$ cat config.mk
export PLATFORM = sky130hd
export DESIGN_NAME = alert_dispatcher
export DESIGN_NICKNAME = d
export VERILOG_FILES = /design/src/rtl/alert_pkg.sv /design/src/rtl/rise_detect.sv /design/src/rtl/alert_dispatcher.sv
export SDC_FILE = /design/constraint.sdc
export NUM_CORES = 1
export LEC_CHECK = 0
export ABC_AREA = 1
export CAP_MARGIN = 40
export CORE_MARGIN = 5
export CORE_UTILIZATION = 40
export DETAILED_ROUTE_END_ITERATION = 8
export MAX_ROUTING_LAYER = met4
export PLACE_DENSITY = 0.68
export SYNTH_ARGS = -nofsm -noshare
export SYNTH_HDL_FRONTEND = slang
export SYNTH_HIERARCHICAL = 1
export SYNTH_SLANG_ARGS = --single-unit
$ cat constraint.sdc
create_clock -name clk -period 3.7 [get_ports clk]
set_input_delay 0.74 -clock clk [delete_from_list [all_inputs] [get_ports clk]]
set_output_delay 0.74 -clock clk [all_outputs]
set_load 0.1 [all_outputs]
$ cat src/rtl/alert_pkg.sv
// Shared definitions for the alert dispatcher: message codes, pending-bit
// indices, FSM state encoding and the fixed-priority helpers.
package alert_pkg;

    localparam logic [2:0] CODE_NONE = 3'd0;
    localparam logic [2:0] CODE_FALL = 3'd1;
    localparam logic [2:0] CODE_BPM  = 3'd2;
    localparam logic [2:0] CODE_TEMP = 3'd3;
    localparam logic [2:0] CODE_MED  = 3'd4;

    localparam int PEND_FALL = 0;
    localparam int PEND_BPM  = 1;
    localparam int PEND_TEMP = 2;
    localparam int PEND_MED  = 3;

    typedef enum logic [1:0] {
        IDLE     = 2'd0,
        SEND     = 2'd1,
        WAIT_ACK = 2'd2,
        ESCALATE = 2'd3
    } state_e;

    // Fixed priority FALL > BPM > TEMP > MED.
    function automatic logic [2:0] prio_code(input logic [3:0] pend);
        if (pend[PEND_FALL])      return CODE_FALL;
        else if (pend[PEND_BPM])  return CODE_BPM;
        else if (pend[PEND_TEMP]) return CODE_TEMP;
        else if (pend[PEND_MED])  return CODE_MED;
        else                      return CODE_NONE;
    endfunction

    // One-hot pending mask for a message code.
    function automatic logic [3:0] code_mask(input logic [2:0] code);
        case (code)
            CODE_FALL: return 4'b0001;
            CODE_BPM:  return 4'b0010;
            CODE_TEMP: return 4'b0100;
            CODE_MED:  return 4'b1000;
            default:   return 4'b0000;
        endcase
    endfunction

endpackage

$ cat src/rtl/rise_detect.sv
// Per-bit rising-edge detector.
// Ports:
//   clk   - clock
//   reset - asynchronous active-high reset; previous sample cleared to 0
//   level - input levels
//   rise  - single-cycle pulse where level is high and was low last cycle
module rise_detect #(
    parameter int WIDTH = 4
) (
    input  logic             clk,
    input  logic             reset,
    input  logic [WIDTH-1:0] level,
    output logic [WIDTH-1:0] rise
);

    logic [WIDTH-1:0] prev_q;

    // prev_q resets to 0, so a level already high at reset release
    // produces an edge on the first clock.
    always_ff @(posedge clk or posedge reset) begin
        if (reset) prev_q <= '0;
        else       prev_q <= level;
    end

    assign rise = level & ~prev_q;

endmodule

$ cat src/rtl/alert_dispatcher.sv
// Alert dispatcher: latches alarm edges as pending, serves them one at a
// time in fixed priority over a valid/ready link, beeps until acknowledged
// and escalates unacknowledged critical alarms.
// Ports:
//   clk, reset                 - clock, asynchronous active-high reset
//   bpm_state, temp_state,
//   fall_state,
//   medicine_reminder          - alarm levels from the monitor
//   ack                        - caregiver acknowledge
//   msg_ready                  - downstream ready
//   msg_valid, msg_code        - coded message offer
//   buzzer, escalate           - local annunciation
//   pending                    - sticky flags {MED,TEMP,BPM,FALL}
//   alert_active               - FSM not in IDLE
//
// state    | meaning
// ---------+-----------------------------------------------------------
// IDLE     | nothing being served; picks highest-priority pending alarm
// SEND     | message offered, held until msg_ready
// WAIT_ACK | message delivered, buzzer beeping, waiting for ack
// ESCALATE | critical alarm timed out; escalate high, buzzer steady
module alert_dispatcher #(
    parameter int ESC_CYCLES  = 200,
    parameter int BEEP_PERIOD = 8
) (
    input  logic       clk,
    input  logic       reset,
    input  logic       bpm_state,
    input  logic       temp_state,
    input  logic       fall_state,
    input  logic       medicine_reminder,
    input  logic       ack,
    input  logic       msg_ready,
    output logic       msg_valid,
    output logic [2:0] msg_code,
    output logic       buzzer,
    output logic       escalate,
    output logic [3:0] pending,
    output logic       alert_active
);
    import alert_pkg::*;

    localparam int WW = $clog2(ESC_CYCLES);
    localparam int BW = (BEEP_PERIOD > 1) ? $clog2(BEEP_PERIOD) : 1;
    localparam logic [WW-1:0] WAIT_LAST = WW'(ESC_CYCLES - 1);
    localparam logic [BW-1:0] BEEP_LAST = BW'(BEEP_PERIOD - 1);

    logic [3:0]    level;
    logic [3:0]    rise;
    logic [3:0]    pending_q, pending_d;
    logic [3:0]    clr_mask;
    state_e        state_q, state_d;
    logic [2:0]    cur_code_q, cur_code_d;
    logic [WW-1:0] wait_q, wait_d;
    logic [BW-1:0] beep_q, beep_d;
    logic          buzz_q, buzz_d;
    logic          active_q;

    assign level = {medicine_reminder, temp_state, bpm_state, fall_state};

    rise_detect #(.WIDTH(4)) u_rise (
        .clk   (clk),
        .reset (reset),
        .level (level),
        .rise  (rise)
    );

    always_comb begin
        state_d    = state_q;
        cur_code_d = cur_code_q;
        wait_d     = wait_q;
        beep_d     = beep_q;
        buzz_d     = buzz_q;
        clr_mask   = '0;

        case (state_q)
            IDLE: begin
                if (pending_q != 4'b0000) begin
                    cur_code_d = prio_code(pending_q);
                    state_d    = SEND;
                end
            end
            SEND: begin
                if (msg_ready) begin
                    state_d = WAIT_ACK;
                    buzz_d  = 1'b1;
                end
            end
            WAIT_ACK: begin
                if (beep_q == BEEP_LAST) begin
                    beep_d = '0;
                    buzz_d = ~buzz_q;
                end else begin
                    beep_d = beep_q + BW'(1);
                end

                if (ack) begin
                    clr_mask = code_mask(cur_code_q);
                    state_d  = IDLE;
                end else if (wait_q == WAIT_LAST) begin
                    // Reminders are dismissed quietly; real alarms escalate.
                    if (cur_code_q == CODE_MED) begin
                        clr_mask = code_mask(cur_code_q);
                        state_d  = IDLE;
                    end else begin
                        state_d = ESCALATE;
                    end
                end else begin
                    wait_d = wait_q + WW'(1);
                end
            end
            ESCALATE: begin
                if (ack) begin
                    clr_mask = code_mask(cur_code_q);
                    state_d  = IDLE;
                end
            end
            default: state_d = IDLE;
        endcase

        // Counters restart on every state entry.
        if (state_d != state_q) begin
            wait_d = '0;
            beep_d = '0;
        end
    end

    // A new edge on a bit being cleared wins, so the alarm is served again.
    assign pending_d = (pending_q & ~clr_mask) | rise;

    always_ff @(posedge clk or posedge reset) begin
        if (reset) begin
            state_q    <= IDLE;
            cur_code_q <= CODE_NONE;
            pending_q  <= '0;
            wait_q     <= '0;
            beep_q     <= '0;
            buzz_q     <= 1'b0;
            active_q   <= 1'b0;
        end else begin
            state_q    <= state_d;
            cur_code_q <= cur_code_d;
            pending_q  <= pending_d;
            wait_q     <= wait_d;
            beep_q     <= beep_d;
            buzz_q     <= buzz_d;
            active_q   <= (state_d != IDLE);
        end
    end

    assign msg_valid    = (state_q == SEND);
    assign msg_code     = msg_valid ? cur_code_q : CODE_NONE;
    assign buzzer       = ((state_q == WAIT_ACK) && buzz_q) || (state_q == ESCALATE);
    assign escalate     = (state_q == ESCALATE);
    assign pending      = pending_q;
    assign alert_active = active_q;

endmodule

==> flow_summary.json <==
{
  "clockBufferDepth": 2,
  "post_cts_buffers": 0,
  "ctsResizeCount": 0,
  "stdcell_count": 246,
  "drive_gt1_share_pct": 27.8,
  "slowest_stage": "dfrtp_1",
  "nets": 211,
  "die_y_microns": 71.1,
  "max-cap-violations": 0,
  "power_density_mw_per_mm2": 732,
  "antenna_found_initial": 0,
  "layout_common_cells": "29 x nand2_1, 26 x inv_1, 26 x dfrtp_1",
  "path_max_fanout": 9,
  "fin_crit_sh_pct": 62.5,
  "hpwl_microns": 2250,
  "drt_iter0_markers": 91,
  "syn_inst": 174,
  "power.total_mw": 1.34,
  "p_leak_nw": 0.880,
  "vias_per_cell": 4.48,
  "tightestPinTransition_ps": 501,
  "synth_cell_types": 29,
  "cts_root_buffer": "clkbuf_8",
  "synth_top_area_share_pct": 43.6,
  "drt-met1-wl_microns": 1280,
  "start_util_pct": 41.1,
  "synth.area.top_cells": "dfrtp_1 44%, nand2_1 7.3%, nor2_2 6.7%",
  "path_class": "flip-flop to primary output",
  "fin_skew_ps": 3.50,
  "critPathArrivalTime_ps": 1570,
  "hold_buffers": 0,
  "portBuffers": 18,
  "crit_path_start_kind": "flip-flop",
  "fin_util_pct": 50.4,
  "drcViolationCount": 0,
  "setup_slack_ps": 1390,
  "fin_crit_ps": 2310,
  "ir_drop_mv": 0.182,
  "fmax_mhz": 432,
  "fin_setup_tns_ps": 0,
  "grt_pass1_vias": 1081,
  "layout_commonest_cell": "nand2_1",
  "place_congestion": 0.862,
  "drt_first_pass_iters": 4,
  "yosysTopAreaCell": "dfrtp_1",
  "met2WireLength_microns": 1360,
  "wl_microns": 2820,
  "overflow": 0,
  "cts_tree": "yes",
  "max_stage_delay_ps": 570,
  "min_path_type": "flip-flop to flip-flop",
  "dp_slack_ps": 1330,
  "avgSynthCellArea_sq_um": 8.58,
  "synth_seq_cells": 26,
  "placed_cells": 243,
  "fin_area_sq_mm": 0.00183,
  "grt_max_degree": 17,
  "ys_seq_area_share_pct": 43.6,
  "slew_violations": 0,
  "h-tree-depth": 1,
  "globalRouteTotalUtil_pct": 13.1,
  "die_w_microns": 71.1,
  "cts_sinks": 26,
  "top_layer": "met4",
  "clk_pin_slew_ps": 90,
  "dieArea_sq_mm": 0.00505,
  "critPathRequiredTime_ps": 2960,
  "rsz0062_at_grt": "false",
  "end_kind": "primary output",
  "insertion_delay_ps": 270,
  "relSlewSlack_pct": 66.6,
  "setup_viol": 0,
  "wl_per_cell_microns": 11.5,
  "via_count": 1102,
  "core_area_sq_mm": 0.00363,
  "holdWs_ps": 501,
  "status": "finished clean",
  "synthesis.nets": 185,
  "top_level_ports": 19,
  "antenna_cells": 0,
  "row_count": 22,
  "drt.antenna.violating_nets": 0,
  "met3_length_microns": 107,
  "yosys_warnings": 6,
  "grt_pass1_wl_microns": 5020,
  "cts_buffers": 3,
  "hold_viol": 0,
  "placed_area_sq_mm": 0.00179,
  "path_cells": "nor2_8 > inv_1 > nor2_1 > buf_4",
  "area_growth_pct": 22.7,
  "syn_area_sq_mm": 0.00149
}
-- critical path, delay by kind of cell (launching register included) --
kind / cells / cell delay, ps
buf+inv: 2 / 410
flops: 1 / 570
simple gates: 2 / 320
-- power breakdown --
part | leakage [nW] | switching (mW) | internal, mW | total, mW
registers | 0.322 | 0.0630 | 0.336 | 0.399
logic | 0.537 | 0.564 | 0.218 | 0.782
clock network | 0.0216 | 0.0868 | 0.0731 | 0.160
total | 0.880 | 0.714 | 0.627 | 1.34
-- worst paths after layout --
| kind | from | end | slack, ps | cells past startpoint |
|---|---|---|---|---|
| hold reg to reg | u_rise/prev_q[2] | pending[2] | 500 | 3 |
| hold / removal | u_rise/prev_q[2] | pending[2] | 500 | 3 |
| max in group asynchronous | reset | state_q[0] | 2560 | 3 |
| min in group asynchronous | reset | u_rise/prev_q[3] | 670 | 2 |
| setup / recovery | state_q[1] | msg_code[1] | 1390 | 4 |
| setup reg to reg | wait_q[0] | wait_q[4] | 1990 | 10 |
-- flip-flops by register name, summed over array words and instances (netlist names) --
| register | flops |
|---|---|
| cur_code_q | 3 |
| wait_q | 8 |
| u_rise/prev_q | 4 |
| pending | 4 |
| alert_active | 1 |
| beep_q | 3 |
| buzz_q | 1 |
| state_q | 2 |
-- cells in the mapped netlist --
cell and number:
dfrtp_1 26, nand3_1 8, or2_1 2, buf_6 2, o21bai_1 2, nand3_4 1
o21ai_1 1, xor2_1 5, nor2_8 1, a21o_1 1, nor2_4 3, ha_1 3
inv_1 26, inv_2 5, nand2_2 6, nand2_1 29, nand4_1 3, mux2_2 2
a21oi_1 3, nand3_2 1, nor3_1 3, nor2_2 16, buf_4 1, nand2_4 4
o22ai_1 2, nor2_1 12, o21ai_0 4, nor4_1 1, inv_4 1
-- logic make-up (layout without fill, tap and decap cells) --
| group | after synthesis | after routing | synth area share [%] |
|---|---|---|---|
| buf+inv | 35 | 59 | 10.2 |
| fa+ha+maj | 3 | 3 | 2.51 |
| mux | 2 | 2 | 1.51 |
| simple gates | 90 | 90 | 34.2 |
| flops | 26 | 26 | 43.6 |
| compound gates | 13 | 13 | 5.03 |
| xor+xnor | 5 | 5 | 2.93 |
-- per-layer routing --
layer | global-route usage, % | vias up
met4 | 8.14 | 0
li1 | - | 582
met5 | - | -
met3 | 1.70 | 5
met1 | 16.0 | 494
met2 | 20.4 | 21
-- cell type report --
cell class / instances / area (sq um)
inverters: 32 / 123
well taps: 48 / 60.1
fillers: 368 / 1800
repair buffers: 24 / 268
multi-input cells: 113 / 689
flip-flops and latches: 26 / 651
clock buffers: 3 / 41.3
No activity file was read; power rests on OpenSTA's default activity.
